===== src/rtl/uart_tx_mmio.sv =====
// Memory-mapped 8N1 UART transmitter: CPU stores fill a TX FIFO, a serializer drains it onto tx.
// Status and control registers are readable combinationally for same-cycle polling.
module uart_tx_mmio #(
  parameter int          CLKS_PER_BIT = 868,
  parameter int          FIFO_DEPTH   = 8,
  parameter logic [12:0] BASE_ADDR    = 13'h1F00
) (
  input  logic        clk,
  input  logic        reset,
  input  logic [12:0] address,
  input  logic [63:0] data_write,
  input  logic        mem_wr,
  output logic [63:0] data_read,
  output logic        tx
);

  localparam int AW = $clog2(FIFO_DEPTH);
  localparam int PW = AW + 1;
  localparam int CW = $clog2(CLKS_PER_BIT);

  localparam logic [12:0] ADDR_TXDATA = BASE_ADDR;
  localparam logic [12:0] ADDR_STATUS = BASE_ADDR + 13'd8;
  localparam logic [12:0] ADDR_CTRL   = BASE_ADDR + 13'd16;

  typedef enum logic [1:0] {IDLE, START, DATA, STOP} state_e;

  state_e          state_q;
  logic [CW-1:0]   baud_q;
  logic [2:0]      bitcnt_q;
  logic [7:0]      shift_q;
  logic            tx_q;
  logic [PW-1:0]   wptr_q, wptr_d;
  logic [PW-1:0]   rptr_q, rptr_d;
  logic            enable_q;
  logic            ovf_q;
  logic [7:0]      mem_q [FIFO_DEPTH];

  logic            selTx, selStatus, selCtrl;
  logic            full, empty, busy;
  logic            push, pop, clear, baudLast;
  logic [PW-1:0]   count;
  logic            unused_wdata;

  assign unused_wdata = ^data_write[63:8];

  assign selTx     = (address == ADDR_TXDATA);
  assign selStatus = (address == ADDR_STATUS);
  assign selCtrl   = (address == ADDR_CTRL);

  assign count    = wptr_q - rptr_q;
  assign empty    = (wptr_q == rptr_q);
  assign full     = (wptr_q[AW] != rptr_q[AW]) && (wptr_q[AW-1:0] == rptr_q[AW-1:0]);
  assign busy     = (state_q != IDLE);
  assign baudLast = (baud_q == CW'(CLKS_PER_BIT - 1));

  // Clear beats a same-cycle push; pops are judged on pre-edge state only.
  assign clear = mem_wr && selCtrl && data_write[1];
  assign push  = mem_wr && selTx && !full && !clear;
  assign pop   = (state_q == IDLE) && enable_q && !empty;

  always_comb begin
    wptr_d = wptr_q;
    rptr_d = rptr_q;
    if (push) wptr_d = wptr_q + PW'(1);
    if (pop)  rptr_d = rptr_q + PW'(1);
    if (clear) begin
      wptr_d = '0;
      rptr_d = '0;
    end
  end

  always_comb begin
    data_read = 64'h0;
    if (selStatus)
      data_read = {51'h0, 5'(count), 4'h0, ovf_q, busy, empty, full};
    else if (selCtrl)
      data_read = {63'h0, enable_q};
  end

  always_ff @(posedge clk) begin
    if (push) mem_q[wptr_q[AW-1:0]] <= data_write[7:0];
  end

  always_ff @(posedge clk) begin
    if (reset) begin
      wptr_q   <= '0;
      rptr_q   <= '0;
      enable_q <= 1'b1;
      ovf_q    <= 1'b0;
    end else begin
      wptr_q <= wptr_d;
      rptr_q <= rptr_d;
      if (mem_wr && selCtrl) enable_q <= data_write[0];
      if (mem_wr && selTx && full) ovf_q <= 1'b1;
      else if (mem_wr && selStatus) ovf_q <= 1'b0;
    end
  end

  // Serializer: tx is registered and updated on the same edge as each state change.
  always_ff @(posedge clk) begin
    if (reset) begin
      state_q  <= IDLE;
      baud_q   <= '0;
      bitcnt_q <= '0;
      shift_q  <= '0;
      tx_q     <= 1'b1;
    end else begin
      case (state_q)
        IDLE: begin
          if (pop) begin
            shift_q  <= mem_q[rptr_q[AW-1:0]];
            bitcnt_q <= '0;
            baud_q   <= '0;
            tx_q     <= 1'b0;
            state_q  <= START;
          end
        end
        START: begin
          if (baudLast) begin
            baud_q  <= '0;
            tx_q    <= shift_q[0];
            state_q <= DATA;
          end else begin
            baud_q <= baud_q + CW'(1);
          end
        end
        DATA: begin
          if (baudLast) begin
            baud_q <= '0;
            if (bitcnt_q == 3'd7) begin
              tx_q    <= 1'b1;
              state_q <= STOP;
            end else begin
              shift_q  <= {1'b0, shift_q[7:1]};
              tx_q     <= shift_q[1];
              bitcnt_q <= bitcnt_q + 3'd1;
            end
          end else begin
            baud_q <= baud_q + CW'(1);
          end
        end
        STOP: begin
          if (baudLast) begin
            baud_q  <= '0;
            state_q <= IDLE;
          end else begin
            baud_q <= baud_q + CW'(1);
          end
        end
        default: state_q <= IDLE;
      endcase
    end
  end

  assign tx = tx_q;

endmodule


===== config.mk =====
export PLATFORM = sky130hd
export DESIGN_NAME = uart_tx_mmio
export DESIGN_NICKNAME = d
export VERILOG_FILES = /design/src/rtl/uart_tx_mmio.sv
export SDC_FILE = /design/constraint.sdc
export NUM_CORES = 1
export LEC_CHECK = 0
export CELL_PAD_IN_SITES_DETAIL_PLACEMENT = 1
export CELL_PAD_IN_SITES_GLOBAL_PLACEMENT = 1
export CORE_MARGIN = 4
export CORE_UTILIZATION = 40
export DETAILED_ROUTE_END_ITERATION = 10
export GPL_TIMING_DRIVEN = 0
export PLACE_DENSITY_LB_ADDON = 0.1
export SETUP_SLACK_MARGIN = 0.2
export SYNTH_ARGS = -nofsm -noshare
export SYNTH_HDL_FRONTEND = slang
export SYNTH_SLANG_ARGS = --single-unit

===== constraint.sdc =====
create_clock -name clk -period 4.8 [get_ports clk]
set_clock_uncertainty 0.2 [all_clocks]
set_input_delay 0.48 -clock clk [delete_from_list [all_inputs] [get_ports clk]]
set_output_delay 0.48 -clock clk [all_outputs]
set_load 0.01 [all_outputs]

==> impl_metrics.tcl <==
set metrics [dict create \
    rsz0062_at_grt "no" \
    maxSlewViolCount 0 \
    clockPowerShare_pct 32.5 \
    rows 41 \
    clk_path_buf_depth 2 \
    cts_resized 0 \
    fin_crit_ns 3.67 \
    grtUsageTotal_pct 17.1 \
    antenna_left 0 \
    die_w_um 122 \
    clkSinkCount 101 \
    routed_wl_um 12200 \
    via_per_inst 4.99 \
    cp_max_fo 7 \
    power.internal_mw 1.61 \
    tightest_slew_ns 1.31 \
    synth_largest_area_cell "edfxtp_1" \
    routabilityCongestion 0.805 \
    grt_max_degree 20 \
    clkLatencyLatePin_ns 0.34 \
    ys_async_sr_fraction_pct 0 \
    post_cts_buffers 0 \
    critical_path.top_delay_family "buffers and inverters" \
    cts.clk_slew.worst_paths_ns 0.07 \
    die_h_um 122 \
    initial_core_util_pct 40.9 \
    arrival_ns 2.99 \
    pwr-share-seq_pct 42.3 \
    hold_class "reg2reg" \
    vias 3689 \
    drc 0 \
    cts_tree "built" \
    comb_power_share_pct 25.2 \
    utilization_pct 49.5 \
    synth-seq-cells 101 \
    vdd_ir_drop_max_uv 184 \
    synth_area_um2 5170 \
    crit_path_cell_trace "clkdlybuf4s50_1 -> or4_1 -> or4b_1 -> clkbuf_1 -> o22ai_1 -> clkdlybuf4s50_1" \
    yosysMostFrequentCell "edfxtp_1" \
    hold_violations 0 \
    switching_power_mw 0.687 \
    io_pins 145 \
    ys_top_cells_by_area "edfxtp_1 37%, dfxtp_1 14%, buf_4 8.1%" \
    synth_cells 461 \
    dpl.hpwl_um 9130 \
    wire_per_inst_um 16.5 \
    drt-initial-drc-count 181 \
    final_nets 656 \
    synth_seq_area_share_pct 51.5 \
    critPathRequiredTime_ns 4.12 \
    power.density_nw_per_um2 368 \
    end_kind "output port" \
    critPathBufInv 3 \
    synth-edff-count 64 \
    maxClockFrequency_mhz 273 \
    ctsRootBufferMaster "clkbuf_16" \
    area_delta_synth_final_pct 20.9 \
    outcome "finished clean" \
    grt_pass1_vias 3760 \
    p_sw_share_pct 29.9 \
    cellLeakagePower_nw 2.30 \
    htreeDepth 3 \
    period_share_pct 76.4 \
    cp_slowest_cell "or4_1" \
    syn_avg_cell_area_um2 11.2 \
    yosysTopAreaCellShare_pct 37.2 \
    finalPower_mw 2.30 \
    yosysWarningCount 0 \
    relSlewSlack_pct 12.0 \
    critPathLaunchType "primary input" \
    cts_hold_buf 0 \
    setup_violations 0 \
    synth_cell_types 64 \
    core_area_um2 12600 \
    synth_common_cells "64 x edfxtp_1, 56 x buf_4, 37 x dfxtp_1, 37 x mux2i_1, 26 x a21oi_1" \
    crit_top_cell "clkdlybuf4s50_1" \
    die_area_um2 14800 \
    drive_gt1_share_pct 16.2 \
    synthFlopType "edfxtp_1" \
    slowest_delay_ns 0.60 \
    crit_type "in2out" \
    antenna_found_initial 0 \
    first_pass_iters 4 \
    io_buffer_count 31 \
    drv_cap 0 \
    fin_tns_setup_ns 0 \
    cts_buffers 9 \
    n_antenna_cell 0 \
    grt-ovfl-total 0 \
    grt_pass1_wl_um 19700 \
    fill_cells 1417 \
]
-- cells in the final DEF, fill, tap and decap left out, types with 9 or more instances in the layout --
master / n
clkbuf_1: 9
and2_1: 10
mux2i_1: 37
edfxtp_1: 64
nand2_1: 16
nor2_1: 21
clkbuf_16: 9
ha_1: 13
buf_4: 57
a21oi_1: 26
nor3_1: 9
a211oi_1: 9
clkdlybuf4s50_1: 31
o21ai_0: 13
a22oi_1: 14
conb_1: 56
inv_1: 12
dfxtp_1: 37
-- power groups by stage --
stage | Sequential, mW | Combinational [mW] | Clock (mW)
after floorplan | 0.987 | 0.431 | 0
after CTS | 0.973 | 0.579 | 0.767
after global placement | 0.991 | 0.561 | 0
final | 0.973 | 0.578 | 0.748
after detailed placement | 0.992 | 0.573 | 0
after global routing | 0.978 | 0.642 | 0.813
-- routing by layer --
metal | part of all wire (%) | GRT usage, % | vias to the layer above
met4 | 1.3 | 4.34 | 0
li1 | - | - | 1828
met3 | 2.6 | 3.06 | 16
met2 | 51 | 29.9 | 54
met1 | 45 | 21.8 | 1791
met5 | 0 | 0 | -
-- worst paths after layout --
path | to | from | depth (start not counted) | slack, ns
worst max-delay path | data_read[0] | address[1] | 6 | 1.13
worst min-delay path | ovf_q | ovf_q | 2 | 0.28
worst max register to register | mem_q[4][7] | wptr_q[0] | 6 | 1.56
worst min register to register | ovf_q | ovf_q | 2 | 0.28
-- metrics by stage --
step	setup slack (ns)	cells	hold slack, ns	cell area, um^2
global route	1.02	739	0.316	6240
finish	1.13	739	0.285	6240
floorplan	1.81	516	0.244	5370
global placement	0.575	719	0.259	5900
CTS	1.06	737	0.286	6230
detailed placement	0.683	721	0.271	5920
-- cell families after synthesis --
logic type / count (synthesis) / synth area share, %
other: 1 / 0.0726
adders and majority gates: 14 / 3.54
muxes: 38 / 7.39
DFF: 101 / 51.5
buffers and inverters: 85 / 10.4
AOI/OAI and AO/OA: 94 / 12.3
and+or+nand+nor: 121 / 13.7
xor gates and xnor gates: 7 / 1.19
-- state kept, by name, indices dropped and copies added, names as in the netlist, named ones only --
name	cells
baud_q	10
bitcnt_q	3
enable_q	1
mem_q	64
ovf_q	1
rptr_q	4
shift_q	8
state_q	2
tx	1
wptr_q	4
-- layout make-up --
type,instances,area (um^2),area share [%]
repair buffers,35,335,5.37
inverters,13,48.8,0.782
clock inverters,7,83.8,1.34
multi-input cells,330,2190,35.0
well taps,172,215,3.45
clock buffers,9,225,3.61
plain buffers,72,487,7.80
flip-flops and latches,101,2660,42.6
-- worst register-to-register path, stage by stage, from the launching register on --
cell and delay [ns]:
dfxtp_1 0.48, inv_1 0.14, ha_1 0.35, and3_1 0.23, nand2_1 0.19, nand4_1 0.21, nor3_1 1.05
(Power assumes the default switching activity.)
